$ cat src/rtl/mux2_bist.sv
// mux2_bist: W-bit registered 2:1 select stage (z = c ? b : a) with a
// built-in exhaustive self-test engine.
//
// The functional inputs and the BIST vector counter both feed the same
// core register. That means BIST exercises the real datapath, not a copy.
//
// Ports
//   clk, rst_n              clock, asynchronous active-low reset
//   a_in, b_in, c_in        functional operands and select
//   valid_in / valid_out    functional qualifier, delayed by one cycle
//   z_out                   core register output (bit 0 XOR inject_fault)
//   start                   launches a BIST run from IDLE or DONE
//   inject_fault            inverts z bit 0 at the core output
//   busy, done, pass        BIST status
//   fail_count              number of mismatching vectors
//   first_fail_vec          first failing {c, b, a}
//
// state | meaning
// IDLE  | functional mode, no results yet
// RUN   | one vector registered into the core per cycle
// DRAIN | final compare of vector N-1
// DONE  | functional mode, BIST results held
module mux2_bist #(
    parameter int W = 4
) (
    input  logic              clk,
    input  logic              rst_n,
    input  logic [W-1:0]      a_in,
    input  logic [W-1:0]      b_in,
    input  logic              c_in,
    input  logic              valid_in,
    output logic [W-1:0]      z_out,
    output logic              valid_out,
    input  logic              start,
    input  logic              inject_fault,
    output logic              busy,
    output logic              done,
    output logic              pass,
    output logic [2*W+1:0]    fail_count,
    output logic [2*W:0]      first_fail_vec
);

    localparam int VW = 2 * W + 1;
    localparam int CW = 2 * W + 2;
    localparam logic [VW-1:0] VEC_LAST = '1;

    typedef enum logic [1:0] {S_IDLE, S_RUN, S_DRAIN, S_DONE} state_t;

    state_t         state_q;
    logic [W-1:0]   core_q;
    logic           valid_q;
    logic [VW-1:0]  vec_q;
    logic [VW-1:0]  vec_dly_q;
    logic           chk_q;
    logic           busy_q;
    logic           done_q;
    logic           pass_q;
    logic [CW-1:0]  fail_q;
    logic [VW-1:0]  ffv_q;

    logic [W-1:0]   fault_mask;
    logic [W-1:0]   z_q;
    logic           func_mode;
    logic           start_acc;
    logic [W-1:0]   sel_a;
    logic [W-1:0]   sel_b;
    logic           sel_c;
    logic [W-1:0]   core_d;
    logic [W-1:0]   golden;
    logic           mismatch;
    logic [CW-1:0]  fail_d;
    logic [VW-1:0]  ffv_d;

    always_comb begin
        fault_mask    = '0;
        fault_mask[0] = inject_fault;
    end

    assign z_q       = core_q ^ fault_mask;
    assign func_mode = (state_q == S_IDLE) || (state_q == S_DONE);
    assign start_acc = start && func_mode;

    // DRAIN keeps feeding the (held) vector. That way the functional inputs
    // cannot reach the core until the FSM is back in a functional state.
    always_comb begin
        if (func_mode) begin
            sel_a = a_in;
            sel_b = b_in;
            sel_c = c_in;
        end else begin
            sel_a = vec_q[W-1:0];
            sel_b = vec_q[2*W-1:W];
            sel_c = vec_q[2*W];
        end
        core_d = sel_c ? sel_b : sel_a;
    end

    // The golden value uses the sum-of-products form. It is written
    // independently of the core mux, so a fault in one is not mirrored in
    // the other.
    always_comb begin
        golden = ({W{vec_dly_q[2*W]}} & vec_dly_q[2*W-1:W])
               | (vec_dly_q[W-1:0] & ~{W{vec_dly_q[2*W]}});
    end

    assign mismatch = chk_q && (z_q != golden);

    always_comb begin
        fail_d = fail_q;
        ffv_d  = ffv_q;
        if (start_acc) begin
            fail_d = '0;
            ffv_d  = '0;
        end else if (mismatch) begin
            fail_d = fail_q + CW'(1);
            if (fail_q == '0) begin
                ffv_d = vec_dly_q;
            end
        end
    end

    always_ff @(posedge clk or negedge rst_n) begin
        if (!rst_n) begin
            state_q   <= S_IDLE;
            core_q    <= '0;
            valid_q   <= 1'b0;
            vec_q     <= '0;
            vec_dly_q <= '0;
            chk_q     <= 1'b0;
            busy_q    <= 1'b0;
            done_q    <= 1'b0;
            pass_q    <= 1'b0;
            fail_q    <= '0;
            ffv_q     <= '0;
        end else begin
            core_q    <= core_d;
            valid_q   <= valid_in && func_mode;
            vec_dly_q <= vec_q;
            chk_q     <= (state_q == S_RUN);
            fail_q    <= fail_d;
            ffv_q     <= ffv_d;
            case (state_q)
                S_IDLE, S_DONE: begin
                    if (start) begin
                        state_q <= S_RUN;
                        vec_q   <= '0;
                        busy_q  <= 1'b1;
                        done_q  <= 1'b0;
                        pass_q  <= 1'b0;
                    end
                end
                S_RUN: begin
                    if (vec_q == VEC_LAST) begin
                        state_q <= S_DRAIN;
                    end else begin
                        vec_q <= vec_q + VW'(1);
                    end
                end
                S_DRAIN: begin
                    state_q <= S_DONE;
                    busy_q  <= 1'b0;
                    done_q  <= 1'b1;
                    pass_q  <= (fail_d == '0);
                end
                default: state_q <= S_IDLE;
            endcase
        end
    end

    assign z_out          = z_q;
    assign valid_out      = valid_q && !busy_q;
    assign busy           = busy_q;
    assign done           = done_q;
    assign pass           = pass_q;
    assign fail_count     = fail_q;
    assign first_fail_vec = ffv_q;

endmodule

$ cat config.mk
export PLATFORM = sky130hd
export DESIGN_NAME = mux2_bist
export DESIGN_NICKNAME = d
export VERILOG_FILES = /design/src/rtl/mux2_bist.sv
export SDC_FILE = /design/constraint.sdc
export NUM_CORES = 1
export LEC_CHECK = 0
export BUFFER_PORTS_ARGS = -buffer_cell sky130_fd_sc_hd__buf_2
export CORE_MARGIN = 2
export CORE_UTILIZATION = 55
export CTS_BUF_LIST = sky130_fd_sc_hd__clkbuf_4
export CTS_CLUSTER_SIZE = 40
export DETAILED_ROUTE_END_ITERATION = 10
export PLACE_DENSITY = 0.83
export RECOVER_POWER = 25
export SLEW_MARGIN = 20
export SYNTH_ARGS = -nofsm -noshare
export SYNTH_HDL_FRONTEND = slang
export SYNTH_SLANG_ARGS = --single-unit
$ cat constraint.sdc
create_clock -name clk -period 6.4 [get_ports clk]
set_input_delay 0.64 -clock clk [delete_from_list [all_inputs] [get_ports clk]]
set_output_delay 0.64 -clock clk [all_outputs]
set_load 0.005 [all_outputs]
**Word level (Yosys, flattened, before mapping)**

Cells that the tools add are included.
Widths: inputs -> output; s select.

- Bits in latches: 0
- Memory bits (read-only): 0
- Memories: 0
- RAM bits: 0
- Bits in registers: 48

- Reductions and logical operators: 18
- Order comparisons: 0
- Multipliers: 0
- Mux-type cells: 20
- Bitwise gates (word level): 5
- Div/mod/pow operators: 0
- Add/sub/neg operators: 2
- Shift operators: 0
- Equality and inequality tests: 8

Operators with widths:

| operator | count |
|---|---|
| $mux 9 | 5 |
| $logic_not 10->1 | 2 |
| $mux 10 | 2 |
| $pmux 9 s2 | 1 |
| $mux 4 | 3 |
| $add 10x1->10 const B | 1 |
| $add 9x1->9 const B | 1 |
| $eq 9x9->1 const B | 1 |
| $and 4x4->4 | 2 |
| $reduce_bool 2->1 | 4 |
| $pmux 1 s2 | 3 |
| $pmux 2 s3 | 1 |
| $reduce_and 2->1 | 3 |
| $eq 2x2->1 const B | 2 |
| $logic_and 1x1->1 | 4 |
| $mux 2 | 2 |
| $ne 2x2->1 const B | 2 |
| $ne 4x4->1 | 1 |
| $not 4->4 | 1 |
| $or 4x4->4 | 1 |
| $xor 4x1->4 | 1 |
| $mux 1 | 3 |
| $reduce_and 3->1 | 1 |
| $eq 2x1->1 const B | 1 |
| 5 further kinds | 5 |

**Depth between registers and ports, before layout**

Gate-level depths: netlist (run 1).

- Depth after elaboration: 9
- Mapped depth: 10

**Worst setup path after synthesis (run 1)**

No wires, ideal clock.

- Kind: input -> register
- Start point: in inject_fault
- End point: reg pass_q (netlist: pass)
- Cell stages on the path: 7
- Setup time: 0.104 ns
- Arrival time: 2.078 ns
- Buffers on the path: 1
- Path slack: 4.219 ns
- Data required time: 6.296 ns
- Cells stage by stage: xor2_1 -> xnor2_1 -> or4_1 -> buf_2 -> a21boi_1 -> o221ai_1 -> o41ai_2

- Longest elaborated chain between the ends: 7

RTL lines:

| element | line | text |
|---|---|---|
| start: declaration | 35 | `input logic inject_fault,` |
| $xor 4x1->4 | 79 | `assign z_q = core_q ^ fault_mask;` |
| $ne 4x4->1 | 106 | `assign mismatch = chk_q && (z_q != golden);` |
| $logic_and 1x1->1 | 106 |  |
| $mux 10 | 114 | `end else if (mismatch) begin` |
| $mux 10 | 111 | `if (start_acc) begin` |
| $logic_not 10->1 | 163 | `pass_q <= (fail_d == '0);` |
| $pmux 1 s2 | 142 | `case (state_q)` |
| end signal: assignment | 163 |  |
| end: declaration | 57 | `logic pass_q;` |

Every way passes these cells.
A chain may end at the register's enable or synchronous reset.

**Worst setup path in the final report (run 1)**

- Start point: reg vec_dly_q[8]
- End point: reg pass_q (netlist: pass)

- Longest elaborated chain between the ends: 9
- Elaborated cells on any way between the ends: 10

RTL lines:

| element | line | text |
|---|---|---|
| start: declaration | 53 | `logic [VW-1:0] vec_dly_q;` |
| start signal: assignment | 138 | `vec_dly_q <= vec_q;` |
| $not 4->4 | 103 | `\| (vec_dly_q[W-1:0] & ~{W{vec_dly_q[2*W]}});` |
| $and 4x4->4 | 103 |  |
| $or 4x4->4 (*) | 103 |  |
| $ne 4x4->1 (*) | 106 |  |
| $logic_and 1x1->1 (*) | 106 |  |
| $mux 10 (*) | 114 |  |
| $mux 10 (*) | 111 |  |
| $logic_not 10->1 (*) | 163 |  |
| $pmux 1 s2 (*) | 142 |  |

Every way passes the cells marked *; elsewhere a longest branch is shown, timed or not.

==> metrics.cfg, run 1 <==
[run_status]
status=finished, violations left
violations=capacitance limit, slew limit

[yosys]
avgSynthCellArea_um2=10.29
yosysMostFrequentCell=dfrtp_1
netlist.area_leader.share_pct=50.10
syn_inst=233
synth_top_area_cell=dfrtp_1
ys_ff_latch=48
yosys-top-cells-count=48 x dfrtp_1, 34 x nor2_1, 18 x mux2i_1, 14 x nand2_1
synth_area_leaders=dfrtp_1 50%, mux2i_1 7.5%, nor2_1 5.3%
synthDistinctLibCells=37
seq_area_frac_synth_pct=50.10
synth_edf_count=0
synth_nets=254
yosys_warnings=0
synth_top_flop_cell=dfrtp_1
syn_area_um2=2397
async_reset_ff_share_pct=100.0

[power]
peakVddDrop_uv=173.0
combPwrFrac_pct=40.4
p_seq_share_pct=44.5
design_power_total_w=0.0009401
p_leak_nw=1.290
power_density_nw_per_um2=353.9
clockPowerShare_pct=15.1
switching_share_pct=39.89
power.switching_w=0.0003750
p_int_w=0.0005651

[worst_hold_path]
hold_depth=0
hp-class=register to register
min-delay-start=vec_q[7]
worstHoldEndpoint=vec_dly_q[7]

[clocking]
root_buffer=clkbuf_4
tritoncts=yes
clk_path_buf_depth=2
numCtsBuffers=5
cts.sinks=48
cts-hold-fix-buffers=0
htreeDepth=2
clkSlewWorstSetupHoldPaths_ns=0.13
clkLatencyLatePin_ns=0.37
cts-resized-gates=0
cts_setup_buffers=0

[timing]
worst_pin_slew_ns=2.392
final_hold_viol_count=0
fmax_mhz=425.2
post-route-min-period_ns=2.352
setup_tns_ns=0
relSlewSlack_pct=-59.45
timing.final.crit_share_pct=36.74
maxSlewViolCount=49
rsz0062_at_grt=false
holdWs_ns=0.4669
skew_ns=0.009554
finalSetupViolations=0

[global_route]
grt_usage_pct=19.80
grt_pass1_vias=1733
grt_overflow_total=0
antenna_found_initial=0
grt_pass1_wl_um=7734
grt_start_max_net_pins=49

[routing]
ant_nets=0
drt_iter0_markers=147
firstDrtPassIters=6
drc=0
vias=1766
routedWlPerCell_um=13.77
routed_wirelength_um=4435
vias_per_cell=5.484

[flow_run]
maxCapViolCount=1

[worst_setup_path]
required_ns=6.67
critical_path_arrival_ns=2.62
reg2reg_from=vec_dly_q[8]
end_kind=register
r2r_end=pass
cp-start-kind=register
worst_r2r_path_depth=6
crit_fanout=8
reg2reg_slack_ns=4.05
criticalPathCategory=register to register

[finish]
layout.nets=290
n_antenna_cell=0
final_cell_area_um2=2656
utilization_pct=62.29
drive_gt1_share_pct=18.89
area_growth_pct=10.80

[die]
start_util_pct=56.22
fp.dieW_um=70.02
chipHeight_um=70.02
die_area_um2=4903
num_rows=24
io_pins=41
fp.coreArea_um2=4264

[placed_design]
port-buffer-count=40
gp_congestion=0.8811
hpwl_um=3297
place_area_um2=2601

[worst max path at each step]
stage,to,depth (start not counted),slack (ns),startpoint
floorplan,pass,7,4.22,inject_fault
global placement,pass,7,4.06,inject_fault
detailed placement,pass,7,3.96,inject_fault
CTS,pass,6,4.02,vec_dly_q[8]
global route,pass,1,3.46,rst_n
finish,pass,6,4.05,vec_dly_q[8]
[metrics by stage]
stage,worst slack [ns],cells
after global routing,3.456,322
after global placement,4.065,314
after floorplan,4.219,233
after detailed placement,3.963,314
final,4.048,322
after CTS,4.021,322
[state kept, by name (all words and copies together), names as in the netlist, 2 cells and up]
name / cells
core_q: 4
fail_count: 10
first_fail_vec: 9
state_q: 2
vec_dly_q: 9
vec_q: 9
[metal layers]
| layer | up-vias | GRT usage [%] | share of wire (%) | wire length (um) |
|---|---|---|---|---|
| met3 | 8 | 4.906 | 3.9 | 171 |
| met1 | 847 | 24.36 | 45 | 2014 |
| met4 | 0 | 6.197 | 1.3 | 57 |
| met5 | - | 0 | 0 | 0 |
| met2 | 40 | 34.29 | 49 | 2192 |
| li1 | 871 | - | - | - |
[cells by family after synthesis]
logic type,after synthesis,synth area share [%]
AOI/OAI and AO/OA,30,8.455
xor gates and xnor gates,19,6.942
adders and majority gates,7,3.653
buffers and inverters,16,3.340
DFF,48,50.10
muxes,18,7.516
and+or+nand+nor,95,19.99
[critical path, cell delays in order (launching register included)]
cell and delay (ns):
dfrtp_1 0.51, mux2i_1 0.25, xnor2_1 0.15, nor4_2 0.65
nor4_1 0.16, xor2_1 0.19, o41ai_2 0.34
[cell usage in the layout (no fill, tap or decap), drive strengths merged, types with 7 or more instances in the layout]
master  netlist  routed
dfrtp        48      48
buf           5      39
nor2         35      35
mux2i        18      18
nand2        14      14
xnor2        11      11
a21oi        11      11
xor2          8       8
nand3         8       8
nor2b         8       8
o21ai         7       7
ha            7       7
clkbuf        6       7
[power groups by stage]
| stage | Sequential (W) | Combinational, W | Clock (W) |
|---|---|---|---|
| 3_3_place_gp | 0.000423 | 0.000371 | 0 |
| 4_1_cts | 0.000419 | 0.000384 | 0.000145 |
| 5_1_grt | 0.000427 | 0.000428 | 0.000156 |
| 2_1_floorplan | 0.000414 | 0.000299 | 0 |
| 6_report | 0.000419 | 0.000380 | 0.000142 |
| 3_5_place_dp | 0.000425 | 0.000381 | 0 |
[final cells by class]
type                       instances  area, um2
tap                               52      65.06
fill                             361       1608
sequential                        48       1201
multi-input combinational        169       1116
clock inverter                     2      11.26
clock buffer                       6      45.04
timing repair buffer              40      198.9
inverter                           5      18.77
Power figures use the tool's default switching activity.
==> run 2: changes to the inputs <==
CORE_UTILIZATION = 52   (was 55)
clock period = 2.05 ns   (was 6.4 ns; I/O delays follow)
==> run 2 against run 1 <==
Net effect: the run ends with setup timing left; maximum frequency grew 13%; via count rose by 10%; utilization rose by 6.2 points; sequential power increased to 3.1 times the previous value; count of clock-buffer cells in the layout decreased by 1; global-route usage up 1.9 points; setup slack got worse by 4.1 ns; clock skew shrank 0.0070 ns; wire length is 20% higher; largest cell class is now multi-input combinational cells.
==> metrics.cfg, run 2 (synthesized netlist as in run 1, its figures left out) <==
[run_status]
status=finished, violations left  ; unchanged
violations=setup timing  ; was capacitance limit, slew limit

[worst_setup_path]
crit_fanout=5  ; was 8
crit_buf_inv=2  ; was 0
critPathMaxStageDelay_ns=0.50  ; was 0.65 ns
path_common_cell=buf_4
reg2reg_slack_ns=-0.04  ; was 4.05 ns
critical_path_arrival_ns=2.35  ; was 2.62 ns
required_ns=2.31  ; was 6.67 ns
reg2reg_from=vec_dly_q[8]  ; unchanged
cp-start-kind=register  ; unchanged
path_cells=mux2i_2, xnor2_1, buf_4, o41ai_4, buf_4, nor4_2, a21oi_1, o41ai_2  ; was mux2i_1, xnor2_1, nor4_2, nor4_1, xor2_1, o41ai_2
end_kind=register  ; unchanged
crit_family=compound AO/OA/AOI/OAI gates  ; was simple AND/OR/NAND/NOR gates
worst_r2r_path_depth=8  ; was 6
criticalPathCategory=register to register  ; unchanged
cpMaxStageDelayCell=dfrtp_2  ; was nor4_2
path_depth=8  ; was 6
r2r_end=pass  ; unchanged
critPathCapture=pass  ; unchanged
startpoint=vec_dly_q[8]  ; unchanged

[die]
die_area_um2=5170  ; was 4903 um2
num_rows=24  ; unchanged
io_pins=41  ; unchanged
fp.dieW_um=71.90  ; was 70.02 um
chipHeight_um=71.90  ; was 70.02 um
fp.coreArea_um2=4384  ; was 4264 um2
start_util_pct=54.68  ; was 56.22%

[timing]
fmax_mhz=478.6  ; was 425.2 MHz
final_hold_viol_count=0  ; unchanged
holdWs_ns=0.06943  ; was 0.4669 ns
skew_ns=0.002601  ; was 0.009554 ns
finalSetupViolations=1  ; was 0
fin_ws_ns=-0.03945  ; was 4.048 ns
maxSlewViolCount=0  ; was 49
relSlewSlack_pct=23.31  ; was -59.45%
worst_pin_slew_ns=1.150  ; was 2.392 ns
setup_tns_ns=-0.03945  ; was 0 ns
rsz0062_at_grt=true  ; was false
post-route-min-period_ns=2.089  ; was 2.352 ns
timing.final.crit_share_pct=101.9  ; was 36.74%

[routing]
drc=0  ; unchanged
routedWlPerCell_um=15.11  ; was 13.77 um
drt_iter0_markers=167  ; was 147
vias=1946  ; was 1,766
firstDrtPassIters=4  ; was 6
routed_wirelength_um=5305  ; was 4435 um
vias_per_cell=5.544  ; was 5.484
ant_nets=0  ; unchanged

[power]
power_density_nw_per_um2=1194  ; was 353.9 nW/um2
p_leak_nw=1.468  ; was 1.290 nW
peakVddDrop_uv=601.9  ; was 173.0 uV

[finish]
fill_cells=327  ; was 361
largest_reg_flops=10  ; unchanged
n_antenna_cell=0  ; unchanged
final_common_cell=dfrtp_1  ; unchanged
drive_gt1_share_pct=30.77  ; was 18.89%
stdcell_count=351  ; was 322
layout.nets=319  ; was 290
final_cell_area_um2=3004  ; was 2656 um2
final_cell_mix=47 x dfrtp_1, 40 x buf_2, 32 x nor2_1, 21 x buf_4, 15 x mux2i_1  ; was 48 x dfrtp_1, 39 x buf_2, 34 x nor2_1, 18 x mux2i_1, 14 x nand2_1
area_growth_pct=25.31  ; was 10.80%
utilization_pct=68.52  ; was 62.29%

[global_route]
grt_overflow_total=0  ; unchanged
antenna_found_initial=0  ; unchanged
grtUsageMet2_pct=36.11  ; was 34.29%
grt_pass1_vias=1887  ; was 1,733
grt_start_max_net_pins=49  ; unchanged
grt_use_met1_pct=29.20  ; was 24.36%
busiest_layer=met2  ; unchanged
grt_pass1_wl_um=8804  ; was 7734 um
use_met3_pct=4.167  ; was 4.906%
grt_usage_pct=21.66  ; was 19.80%

[clocking]
root_buffer=clkbuf_4  ; unchanged
numCtsBuffers=5  ; unchanged
htreeDepth=2  ; unchanged
clkSlewWorstSetupHoldPaths_ns=0.14  ; was 0.13 ns
clkLatencyLatePin_ns=0.36  ; was 0.37 ns
cts.sinks=48  ; unchanged
clk_path_buf_depth=2  ; unchanged
tritoncts=yes  ; unchanged

[worst_hold_path]
hp-class=input port to register  ; was register to register
hold_depth=2  ; was 0

[placed_design]
place_area_um2=2824  ; was 2601 um2
gp_congestion=0.8199  ; was 0.8811
dp.cells=342  ; was 314
port-buffer-count=40  ; unchanged
hpwl_um=3840  ; was 3297 um

[flow_run]
maxCapViolCount=0  ; was 1

-- run 2: cell type report --
| type | instances | area (um2) | area share, % |
|---|---|---|---|
| clock buffer | 5 | 37.54 | 1.249 |
| inverter | 5 | 18.77 | 0.6247 |
| multi-input combinational | 169 | 1214 | 40.40 |
| sequential | 48 | 1202 | 40.02 |
| timing repair buffer | 69 | 419.2 | 13.95 |
| clock inverter | 3 | 47.55 | 1.583 |
| tap | 52 | 65.06 | 2.166 |
-- run 2: timing repair --
item                       4_1_cts  5_1_grt
setup buffers                    0        0
gates resized for setup          7       14
hold endpoints to repair        48        0
hold buffers                     1        0
setup endpoints to repair        3        8
pin swaps                        5        6
-- run 2: worst min-delay path by stage --
stage / from / endpoint / slack, ns
6_report: valid_in / valid_q / 0.07
5_1_grt: valid_in / valid_q / 0.07
4_1_cts: valid_in / valid_q / 0.07
3_5_place_dp: rst_n / fail_count[8] / 0.33
3_3_place_gp: rst_n / fail_count[8] / 0.33
2_1_floorplan: rst_n / busy / -0.09
-- run 2: report_power, final --
group	internal [W]	switching [W]	total, W
logic	0.000797	0.000912	0.00171
registers	0.00114	0.000162	0.00130
clock network	0.000261	0.000316	0.000577
-- run 2: routing by layer --
layer	vias to the layer above	wire length, um
li1	930	-
met1	939	2309
met2	68	2623
met3	9	282
met4	0	90
met5	-	0
-- run 2: per-stage QoR --
stage	setup slack (ns)	total power, W
floorplan	0.002174	0.002226
global placement	-0.03123	0.002799
detailed placement	-0.1399	0.002849
CTS	0.003975	0.003537
global route	-0.1670	0.003829
finish	-0.03945	0.003588
==> run 3: changes to the inputs <==
CORE_ASPECT_RATIO = 1.2   (was unset)
==> run 3 against run 2 <==
Net effect: the run still ends with setup timing left; first-iteration DRC count is 12% higher; global-route usage is 0.15 points lower; via count is 0.15% lower; critical path type unchanged; register-to-register slack worse by 0.03 ns; sequential share of layout area is 0.82 points lower; sequential power hardly changed; clock power is 23% higher; combinational power is 4% higher; highest routed layer unchanged; critical path depth is 1 lower; utilization is 0.78 points lower.
==> metrics.cfg, run 3 (synthesized netlist as in run 1, its figures left out) <==
[global_route]
use_met3_pct=3.009  ; was 4.167%
grt_use_met1_pct=26.44  ; was 29.20%
grt_start_max_net_pins=27  ; was 49
grt_pass1_vias=1953  ; was 1,887
grt_usage_pct=21.50  ; was 21.66%
antenna_found_initial=0  ; unchanged
grt_overflow_total=0  ; unchanged
grt_pass1_wl_um=8694  ; was 8804 um
busiest_layer=met2  ; unchanged
grtUsageMet2_pct=37.07  ; was 36.11%

[finish]
final_cell_area_um2=3067  ; was 3004 um2
drive_gt1_share_pct=31.44  ; was 30.77%
final_common_cell=dfrtp_1  ; unchanged
utilization_pct=67.74  ; was 68.52%
final_cell_mix=47 x dfrtp_1, 39 x buf_2, 32 x nor2_1, 21 x buf_4, 16 x mux2i_1  ; was 47 x dfrtp_1, 40 x buf_2, 32 x nor2_1, 21 x buf_4, 15 x mux2i_1
layout.nets=319  ; unchanged
area_growth_pct=27.92  ; was 25.31%
n_antenna_cell=0  ; unchanged
largest_reg_flops=10  ; unchanged

[timing]
skew_ns=0.01338  ; was 0.002601 ns
final_hold_viol_count=0  ; unchanged
finalSetupViolations=3  ; was 1
rsz0062_at_grt=true  ; unchanged
maxSlewViolCount=0  ; unchanged
timing.final.crit_share_pct=103.3  ; was 101.9%
fmax_mhz=472.0  ; was 478.6 MHz
post-route-min-period_ns=2.119  ; was 2.089 ns
relSlewSlack_pct=11.31  ; was 23.31%
setup_tns_ns=-0.1371  ; was -0.03945 ns
worst_pin_slew_ns=1.330  ; was 1.150 ns
fin_ws_ns=-0.06861  ; was -0.03945 ns

[die]
io_pins=41  ; unchanged
fp.dieW_um=65.98  ; was 71.90 um
start_util_pct=52.96  ; was 54.68%
num_rows=27  ; was 24
chipHeight_um=78.38  ; was 71.90 um
die_area_um2=5172  ; was 5170 um2
fp.coreArea_um2=4527  ; was 4384 um2

[clocking]
clkSlewWorstSetupHoldPaths_ns=0.15  ; was 0.14 ns
htreeDepth=2  ; unchanged
clk_path_buf_depth=2  ; unchanged
tritoncts=yes  ; unchanged
cts.sinks=48  ; unchanged
numCtsBuffers=5  ; unchanged
root_buffer=clkbuf_4  ; unchanged
clkLatencyLatePin_ns=0.37  ; was 0.36 ns

[flow_run]
maxCapViolCount=0  ; unchanged

[routing]
vias=1943  ; was 1,946
routed_wirelength_um=5315  ; was 5305 um
drc=0  ; unchanged
drt_iter0_markers=187  ; was 167
ant_nets=0  ; unchanged
vias_per_cell=5.443  ; was 5.544
routedWlPerCell_um=14.89  ; was 15.11 um
firstDrtPassIters=4  ; unchanged

[power]
p_leak_nw=1.498  ; was 1.468 nW
power_density_nw_per_um2=1234  ; was 1194 nW/um2
peakVddDrop_uv=746.0  ; was 601.9 uV

[placed_design]
hpwl_um=3764  ; was 3840 um
place_ws_ns=-0.1713  ; was -0.1399 ns
port-buffer-count=40  ; unchanged
gp_congestion=0.9299  ; was 0.8199
place_area_um2=2836  ; was 2824 um2

[worst_setup_path]
critical_path_arrival_ns=2.37  ; was 2.35 ns
end_kind=register  ; unchanged
cp-start-kind=register  ; unchanged
criticalPathCategory=register to register  ; unchanged
required_ns=2.31  ; about the same
crit_fanout=5  ; unchanged

[run_status]
violations=setup timing  ; unchanged
status=finished, violations left  ; unchanged

[worst_hold_path]
hp-class=input port to register  ; unchanged

-- run 3: where the power goes --
group          switching, W  internal, W  total [W]  leakage (nW)
Clock              0.000327     0.000384   0.000712        0.0558
Combinational      0.000941     0.000840    0.00178         0.803
Sequential         0.000154      0.00114    0.00129         0.639
-- run 3: path summary, 6_finish.rpt --
kind                              startpoint                 to  slack, ns  depth (start not counted)
worst max register to register  vec_dly_q[8]      fail_count[9]      -0.07                          7
worst min register to register      vec_q[6]       vec_dly_q[6]       0.46                          0
worst min-delay path                valid_in            valid_q       0.03                          2
worst max-delay path            vec_dly_q[8]      fail_count[9]      -0.07                          7
max in group asynchronous              rst_n      fail_count[8]       0.55                          3
min in group asynchronous              rst_n  first_fail_vec[2]       0.63                          2
-- run 3: metal layers --
layer	up-vias	part of all wire [%]	wire length (um)
li1	931	-	-
met1	939	41	2182
met2	60	53	2805
met3	13	4.1	219
met4	0	2.0	108
met5	-	0	0
-- run 3: metrics by stage --
step | total power [W] | hold slack (ns) | cells
3_3_place_gp | 0.002795 | 0.2219 | 347
4_1_cts | 0.003664 | 0.02935 | 357
5_1_grt | 0.004025 | 0.04571 | 357
2_1_floorplan | 0.002226 | -0.09059 | 233
3_5_place_dp | 0.002842 | 0.2358 | 347
6_report | 0.003785 | 0.03402 | 357
-- run 3: cell type report --
cell class                 instances  area [um2]
multi-input combinational        169        1226
timing repair buffer              69       440.4
fill                             334        1460
clock buffer                       5       37.54
clock inverter                     3       68.82
tap                               58       72.57
sequential                        48        1202
inverter                           5       18.77
-- run 3: worst max-delay path, cell delays in order, from the launching register on --
cell and delay [ns]:
dfrtp_2 0.47, mux2i_2 0.28, xnor2_2 0.15, or4_4 0.62, buf_6 0.16, nand4_1 0.09
xor2_1 0.18, nor2_1 0.05
-- run 3: timing repair --
| action | in CTS | in global routing |
|---|---|---|
| hold buffers | 1 | 0 |
| resized for setup | 8 | 15 |
| pin swaps | 6 | 2 |
| endpoints found under the hold margin | 24 | 0 |
| endpoints found under the setup margin | 5 | 11 |
| buffers inserted | 1 | 0 |
